--- config.mk ---
export PLATFORM = sky130hd
export DESIGN_NAME = fpu_addsub_issue
export DESIGN_NICKNAME = d
export VERILOG_FILES = /design/src/rtl/fpu_pkg.sv /design/src/rtl/fpu_special_detect.sv /design/src/rtl/fpu_addsub_issue.sv
export SDC_FILE = /design/constraint.sdc
export NUM_CORES = 1
export LEC_CHECK = 0
export ABC_CLOCK_PERIOD_IN_PS = 4500
export CAP_MARGIN = 20
export CORE_MARGIN = 2
export CORE_UTILIZATION = 30
export CTS_CLUSTER_DIAMETER = 120
export CTS_CLUSTER_SIZE = 24
export DETAILED_ROUTE_END_ITERATION = 16
export GPL_TIMING_DRIVEN = 0
export PLACE_DENSITY = 0.5
export SETUP_SLACK_MARGIN = 0.4
export SYNTH_ARGS = -nofsm -noshare
export SYNTH_HDL_FRONTEND = slang
export SYNTH_SLANG_ARGS = --single-unit
--- constraint.sdc ---
create_clock -name i_clk -period 4.5 [get_ports i_clk]
set_input_delay 0.9 -clock i_clk [delete_from_list [all_inputs] [get_ports i_clk]]
set_output_delay 0.9 -clock i_clk [all_outputs]
set_load 0.02 [all_outputs]
--- src/rtl/fpu_pkg.sv ---
// Shared FP32 field layout, special encodings and operation codes.
package fpu_pkg;

    localparam int unsigned SIGN_BIT = 31;
    localparam int unsigned EXP_W    = 8;
    localparam int unsigned MAN_W    = 23;

    localparam logic [EXP_W-1:0] EXP_MAX   = 8'hFF;
    localparam logic [31:0]      FP32_QNAN = 32'h7FC00000;

    localparam logic OP_ADD = 1'b0;
    localparam logic OP_SUB = 1'b1;

    typedef struct packed {
        logic             sign;
        logic [EXP_W-1:0] exp;
        logic [MAN_W-1:0] man;
    } fp32_t;

endpackage

--- src/rtl/fpu_special_detect.sv ---
// Classifies the adder operands and picks the result for zero/Inf/NaN cases
// that the hidden-1 datapath cannot produce.
module fpu_special_detect
    import fpu_pkg::*;
#(
    parameter int unsigned NUM_OP = 1
) (
    input  logic [NUM_OP-1:0] i_op,
    input  logic [31:0]       i_a,
    input  logic [31:0]       i_b,
    output logic              o_special,
    output logic [31:0]       o_result
);

    fp32_t w_a;
    fp32_t w_b;
    logic  w_sa;
    logic  w_sb;
    logic  w_nan_a;
    logic  w_nan_b;
    logic  w_inf_a;
    logic  w_inf_b;
    logic  w_zero_a;
    logic  w_zero_b;

    assign w_a      = fp32_t'(i_a);
    assign w_b      = fp32_t'(i_b);
    assign w_sa     = i_a[SIGN_BIT];
    // Subtraction is addition with B's sign flipped.
    assign w_sb     = i_b[SIGN_BIT] ^ (i_op[0] == OP_SUB);
    assign w_nan_a  = (w_a.exp == EXP_MAX) && (w_a.man != '0);
    assign w_nan_b  = (w_b.exp == EXP_MAX) && (w_b.man != '0);
    assign w_inf_a  = (w_a.exp == EXP_MAX) && (w_a.man == '0);
    assign w_inf_b  = (w_b.exp == EXP_MAX) && (w_b.man == '0);
    assign w_zero_a = (w_a.exp == '0);
    assign w_zero_b = (w_b.exp == '0);

    // Priority-ordered special-result selection; falls through to the adder.
    always_comb begin
        o_special = 1'b1;
        o_result  = '0;
        if (w_nan_a || w_nan_b) begin
            o_result = FP32_QNAN;
        end else if (w_inf_a && w_inf_b && (w_sa != w_sb)) begin
            o_result = FP32_QNAN;
        end else if (w_inf_a) begin
            o_result = i_a;
        end else if (w_inf_b) begin
            o_result = {w_sb, i_b[30:0]};
        end else if (w_zero_a && w_zero_b) begin
            o_result = {w_sa & w_sb, 31'b0};
        end else if (w_zero_a) begin
            o_result = {w_sb, i_b[30:0]};
        end else if (w_zero_b) begin
            o_result = i_a;
        end else begin
            o_special = 1'b0;
        end
    end

endmodule

--- src/rtl/fpu_addsub_issue.sv ---
// Issue/retire stage around the combinational FP32 adder: operation FIFO,
// special-case resolution, registered result with valid/ready, sticky flags.
module fpu_addsub_issue
    import fpu_pkg::*;
#(
    parameter int unsigned NUM_OP     = 1,
    parameter int unsigned FIFO_DEPTH = 4
) (
    input  logic                           i_clk,
    input  logic                           i_rst,
    input  logic                           i_valid,
    output logic                           o_ready,
    input  logic [NUM_OP-1:0]              i_add_sub,
    input  logic [31:0]                    i_32_a,
    input  logic [31:0]                    i_32_b,
    output logic [NUM_OP-1:0]              o_fpu_add_sub,
    output logic [31:0]                    o_fpu_32_a,
    output logic [31:0]                    o_fpu_32_b,
    input  logic [31:0]                    i_fpu_32_s,
    input  logic                           i_fpu_ov_flag,
    input  logic                           i_fpu_un_flag,
    output logic                           o_valid,
    input  logic                           i_ready,
    output logic [31:0]                    o_32_s,
    output logic                           o_ov_flag,
    output logic                           o_un_flag,
    output logic                           o_special,
    output logic                           o_sticky_ov,
    output logic                           o_sticky_un,
    input  logic                           i_clr_sticky,
    output logic [$clog2(FIFO_DEPTH):0]    o_count
);

    localparam int unsigned   PTR_W   = $clog2(FIFO_DEPTH);
    localparam logic [PTR_W:0] DEPTH_C = (PTR_W+1)'(FIFO_DEPTH);

    logic [NUM_OP-1:0] r_op_mem [FIFO_DEPTH];
    logic [31:0]       r_a_mem  [FIFO_DEPTH];
    logic [31:0]       r_b_mem  [FIFO_DEPTH];
    logic [PTR_W-1:0]  r_wr_ptr;
    logic [PTR_W-1:0]  r_rd_ptr;
    logic [PTR_W:0]    r_count;
    logic              r_ready;
    logic              r_valid;
    logic [31:0]       r_s;
    logic              r_ov;
    logic              r_un;
    logic              r_special;
    logic              r_sticky_ov;
    logic              r_sticky_un;

    logic              w_head_valid;
    logic              w_push;
    logic              w_pop;
    logic [PTR_W:0]    w_count_next;
    logic              w_det_special;
    logic [31:0]       w_det_result;
    logic [31:0]       w_res_s;
    logic              w_res_ov;
    logic              w_res_un;

    assign w_head_valid = (r_count != '0);
    assign w_push       = i_valid & r_ready;
    assign w_pop        = w_head_valid & (~r_valid | i_ready);

    // FIFO head goes straight to the adder; zeros while empty.
    assign o_fpu_add_sub = w_head_valid ? r_op_mem[r_rd_ptr] : '0;
    assign o_fpu_32_a    = w_head_valid ? r_a_mem[r_rd_ptr]  : '0;
    assign o_fpu_32_b    = w_head_valid ? r_b_mem[r_rd_ptr]  : '0;

    fpu_special_detect #(
        .NUM_OP (NUM_OP)
    ) u_detect (
        .i_op      (o_fpu_add_sub),
        .i_a       (o_fpu_32_a),
        .i_b       (o_fpu_32_b),
        .o_special (w_det_special),
        .o_result  (w_det_result)
    );

    // Special cases override the adder and suppress its flags.
    assign w_res_s  = w_det_special ? w_det_result : i_fpu_32_s;
    assign w_res_ov = ~w_det_special & i_fpu_ov_flag;
    assign w_res_un = ~w_det_special & i_fpu_un_flag;

    // Next occupancy from push/pop.
    always_comb begin
        w_count_next = r_count;
        case ({w_push, w_pop})
            2'b10:   w_count_next = r_count + (PTR_W+1)'(1);
            2'b01:   w_count_next = r_count - (PTR_W+1)'(1);
            default: w_count_next = r_count;
        endcase
    end

    // FIFO storage write; contents need no reset.
    always_ff @(posedge i_clk) begin
        if (w_push) begin
            r_op_mem[r_wr_ptr] <= i_add_sub;
            r_a_mem[r_wr_ptr]  <= i_32_a;
            r_b_mem[r_wr_ptr]  <= i_32_b;
        end
    end

    // FIFO pointers, occupancy and the registered not-full indication.
    always_ff @(posedge i_clk) begin
        if (i_rst) begin
            r_wr_ptr <= '0;
            r_rd_ptr <= '0;
            r_count  <= '0;
            r_ready  <= 1'b1;
        end else begin
            if (w_push) r_wr_ptr <= r_wr_ptr + PTR_W'(1);
            if (w_pop)  r_rd_ptr <= r_rd_ptr + PTR_W'(1);
            r_count <= w_count_next;
            r_ready <= (w_count_next < DEPTH_C);
        end
    end

    // Output register: load on pop, hold until the consumer takes it.
    always_ff @(posedge i_clk) begin
        if (i_rst) begin
            r_valid   <= 1'b0;
            r_s       <= '0;
            r_ov      <= 1'b0;
            r_un      <= 1'b0;
            r_special <= 1'b0;
        end else if (w_pop) begin
            r_valid   <= 1'b1;
            r_s       <= w_res_s;
            r_ov      <= w_res_ov;
            r_un      <= w_res_un;
            r_special <= w_det_special;
        end else if (i_ready) begin
            r_valid   <= 1'b0;
        end
    end

    // Sticky status: clear drops the old value, a same-cycle load still sets.
    always_ff @(posedge i_clk) begin
        if (i_rst) begin
            r_sticky_ov <= 1'b0;
            r_sticky_un <= 1'b0;
        end else begin
            r_sticky_ov <= (r_sticky_ov & ~i_clr_sticky) | (w_pop & w_res_ov);
            r_sticky_un <= (r_sticky_un & ~i_clr_sticky) | (w_pop & w_res_un);
        end
    end

    assign o_ready     = r_ready;
    assign o_count     = r_count;
    assign o_valid     = r_valid;
    assign o_32_s      = r_s;
    assign o_ov_flag   = r_ov;
    assign o_un_flag   = r_un;
    assign o_special   = r_special;
    assign o_sticky_ov = r_sticky_ov;
    assign o_sticky_un = r_sticky_un;

endmodule

Yosys cells after proc, flatten, opt, wreduce, memory -nomap -nowiden
Memory sizes are Yosys's and may differ from the RTL's. A register that Yosys moved wholly into a read port is not among the register bits. Cells that the tools add are included.

Memories kept: 3. Bits in registers: 46. Output and inout bits: 107. RAM bits: 260.

Memories: r_a_mem (depth 4, bits a word 32, read ports 1, clocked after Yosys merged registers in 1, wr ports 1, line fpu_addsub_issue.sv:38) `logic [31:0] r_a_mem [FIFO_DEPTH];`; r_b_mem (depth 4, bits a word 32, read ports 1, clocked after Yosys merged registers in 1, wr ports 1, line fpu_addsub_issue.sv:39) `logic [31:0] r_b_mem [FIFO_DEPTH];`; r_op_mem (depth 4, bits a word 1, read ports 1, clocked after Yosys merged registers in 1, wr ports 1, line fpu_addsub_issue.sv:37) `logic [NUM_OP-1:0] r_op_mem [FIFO_DEPTH];`.

Order comparisons: 1. Eq/ne operators: 5. Reduce and logical (&&, ||, !) cells: 16. Add/subtract/negate cells: 4. Multiplexer cells: 29. Bitwise gates (word level): 16.

Operator list (count): 2-to-1 mux 32 bit (10); zero test 23 bit (2); nonzero test 23 bit (2); equality test 8 bit (second input constant) (2); zero test 8 bit (2); 2-to-1 mux 1 bit (12); 2-to-1 mux 2 bit (6); bitwise AND 1 bit (9); logical AND 1 bit (7); one-hot mux 3 bit (2 select lines) (1); adder 2 x 1 -> 2 bit (second input constant) (2); adder 3 x 1 -> 3 bit (second input constant) (1); less-than comparator 3 bit (second input constant) (1); NOT 1 bit (3); OR 1 bit (3); nonzero test 3 bit (1); subtractor 3 x 1 -> 3 bit (second input constant) (1); equality test 2 x 1 -> 1 bit (second input constant) (1); equality test 2 bit (second input constant) (1); nonzero test 2 bit (1); logical OR 1 bit (1); inequality test 1 bit (1); XOR 1 bit (1).

Depth between registers and ports, before layout
Depth in word-level cells: 14. Mapped depth: 13. Gate-level depth less buffers: 10.

Cells and area by module
From an unflattened synthesis, not the netlist that was laid out.

Cells, all modules: 767. Area total of the unflattened synthesis: 12762.2 um^2.

Modules (own cells, without submodules): fpu_addsub_issue (cells each 630, instances 1, area each 11957.7 um^2); fpu_special_detect (cells each 137, instances 1, area each 804.5 um^2).

Worst setup path after synthesis
No wires, ideal clock.

Kind: register to register. Start point: register (tool-made name). End point: register r_s[14] (netlist: o_32_s[14]). Library setup time: 122 ps. Arrival: 3270 ps. Slack: 1108 ps. Required time: 4378 ps. Cell stages (with the launch flop): 13. Cells stage by stage: dfxtp_1 > buf_2 > buf_2 > mux4_2 > and2_1 > ha_1 > inv_1 > nor4_1 > o31ai_4 > o211ai_4 > nor3_2 > buf_2 > a221o_1.

RTL lines: end signal: assignment (line fpu_addsub_issue.sv:130) `r_s <= w_res_s;`; end: declaration (line fpu_addsub_issue.sv:45) `logic [31:0] r_s;`.

==> results.ini <==
[run_status]
status = finished clean

[worst_setup_path]
crit_type = register to register
end_kind = register
cp_common_cell = buf_2
start_kind = register
crit_family = simple AND/OR/NAND/NOR gates
cp_max_fo = 10
slowest_delay_ns = 0.45
cp.required_ns = 4.95
crit_buf_inv = 3
path_cells = clkbuf_2 > buf_2 > mux4_2 > nor4_1 > nand4_1 > o31ai_4 > o211ai_4 > nor3_2 > buf_2 > a221o_1
r2r_slack_ns = 0.56
worstPathArrival_ns = 4.39
cpMaxStageDelayCell = nor3_2

[route]
drt_wl_total_um = 36000
ant_nets = 0
vias = 7358
drt_first_pass_iters = 5
viasPerCell = 5.04
drc_errors = 0
post_drt_wl_per_cell_um = 24.6
drt_iter0_markers = 550

[global_routing]
grt_pass1_vias = 7304
antenna_found_initial = 4
grt_pass1_wl_um = 51700
grt_max_degree = 49
gr-usage-all-layers_pct = 16.8
overflow = 0

[timing]
final.setup.worst_slack_ns = 0.565
period_needed_ns = 3.94
worst_pin_slew_ns = 0.753
fin_crit_sh_pct = 87.4
clock_skew_ns = 0.0225
setup_viol = 0
hold_violations = 0
slew_headroom_pct = 49.4
clock.fmax_mhz = 254
rsz0062_at_grt = no
whs_ns = 0.458
maxSlewViolCount = 0

[power]
p_per_area_mw_per_mm2 = 683
p_total_w = 0.0107
p_int_w = 0.00655
p_seq_share_pct = 34.4
power.switching_w = 0.00417
pwr-share-comb_pct = 50.3
max-vdd-ir-drop_uv = 254
power_frac_clock_pct = 15.3
swShare_pct = 38.9
p_leak_nw = 5.08

[synthesis]
syn_inst = 686
ys_ff_latch = 308
yosysTopAreaCell = edfxtp_1
synth_xor_area_share_pct = 0.500
yosysMostFrequentCell = edfxtp_1
synth_compound_area_share_pct = 6.46
yosys.area_share.adder_pct = 0.775
synth_commonest_cells = edfxtp_1, mux4_2, and2_1, dfxtp_1, nand2_1
avgSynthCellArea_um2 = 17.9
yosysSeqAreaShare_pct = 71.5
async_flop_share_pct = 0
synthMuxAreaShare_pct = 12.0
synth_area_mm2 = 0.0123
synth.area.top_cells = edfxtp_1, mux4_2, dfxtp_1
synth-simple-area-share_pct = 6.81
yosys.area.top_type_share_pct = 63.6
synth_nets = 797
synth.distinct_cells = 48
synth_top_family_by_area = multiplexers
ys.flop_type = edfxtp_1
synth_edf_count = 260
yosysWarnings = 0

[floorplan]
coreArea_mm2 = 0.0406
num_io_pins = 211
start_util_pct = 30.3
dieWidth_um = 206
die_area_mm2 = 0.0425
die-height_um = 206
rows = 74

[clock_tree]
hold_buffers = 0
cts_tree = built
cts_max_level = 1
clock_sinks = 308
cts_made_buffers = 16
insertion_delay_ns = 0.51
cts_root_buf = clkbuf_16
clk_pin_slew_worst_paths_ns = 0.10
clock_path_buffers = 3

[cells_and_area]
fin_nets = 1028
final-instance-count-excl-fill = 1461
syn_to_final_growth_pct = 28.0
fillers = 3793
drive_above_1_share_pct = 13.9
finish.instance_area_mm2 = 0.0157

[placement]
dpl_cell_area_mm2 = 0.0152
place_inst = 1431
dp_slack_ns = -0.119
dp_hpwl_um = 26000
port_buffers = 209
place.gp.congestion = 0.846

[job]
cap_violations = 0

[worst_hold_path]
hold_class = register to register

## kinds of logic (layout without fill, tap and decap cells)
logic type	Yosys count	count (layout)
AO/OA/AOI/OAI	95	95
flip-flops	308	308
buffers and inverters	53	294
XOR/XNOR	7	7
multiplexers	66	66
AND/OR/NAND/NOR	150	150
other	0	2
adder cells (fa/ha/maj)	7	7
## metal layers
layer,GRT usage [%],routed length (µm),vias up
met5,0,30,-
met4,3.85,739,4
met3,3.34,2500,46
met1,23.7,15600,3823
li1,-,-,3223
met2,26.9,17100,262
## timing repair
item / in CTS / in global routing
setup buffers: 0 / 0
cloned: 0 / 0
setup endpoints to repair: 88 / 26
resized for setup: 17 / 10
## metrics by stage
step | setup TNS (ns) | utilization (%)
after CTS | 0 | 38.7
after global placement | -147.17 | 37.1
final | 0 | 38.7
after detailed placement | -1.90 | 37.4
after global routing | 0 | 38.7
after floorplan | 0 | -
## path summary, 6_finish.rpt
path,startpoint,end,depth (start not counted)
setup / recovery,register,o_32_s[7],10
hold / removal,o_ov_flag,o_ov_flag,2
setup reg to reg,register,o_32_s[7],10
hold reg to reg,o_ov_flag,o_ov_flag,2
## cell usage in the layout (no fill, tap or decap), types with 17 or more instances in the layout
cell and count:
edfxtp_1 260, clkdlybuf4s50_1 208, mux4_2 65, and2_1 56, dfxtp_1 48, nand2_1 26
a221o_1 23, a22o_1 22, clkbuf_1 19, o21ai_0 19, nor2_1 18, clkbuf_16 18
inv_1 17
## state kept, by name (all words and copies together) (netlist names), named ones only
signal,flops
r_a_mem,128
o_un_flag,1
o_sticky_ov,1
r_op_mem,4
o_32_s,32
r_b_mem,128
o_sticky_un,1
o_ready,1
o_valid,1
o_special,1
r_rd_ptr,2
o_ov_flag,1
r_wr_ptr,2
o_count,3
## power by group through the flow
stage	combinational (W)	sequential [W]	clock [W]
after global placement	0.00537	0.00378	0
after detailed placement	0.00540	0.00375	0
after floorplan	0.00287	0.00389	0
after CTS	0.00545	0.00369	0.00171
final	0.00539	0.00369	0.00164
after global routing	0.00574	0.00372	0.00180
## worst reg2reg max path, cell delays in order (launching register included)
cell	delay [ns]
dfxtp_1	0.34
clkbuf_2	0.38
buf_2	0.38
mux4_2	0.44
nor4_1	0.36
nand4_1	0.37
o31ai_4	0.41
o211ai_4	0.18
nor3_2	0.45
buf_2	0.36
a221o_1	0.20
## final cells by class
class | count | area [µm²] | area share (%)
timing repair buffer | 213 | 2200 | 14.0
antenna | 2 | 5.00 | 0.0319
inverter | 17 | 63.8 | 0.406
clock buffer | 28 | 488 | 3.11
multi-input combinational | 325 | 3300 | 21.0
sequential | 308 | 8770 | 55.8
tap | 532 | 666 | 4.24
buffer | 36 | 210 | 1.34
No activity file was read; power rests on OpenSTA's default activity.
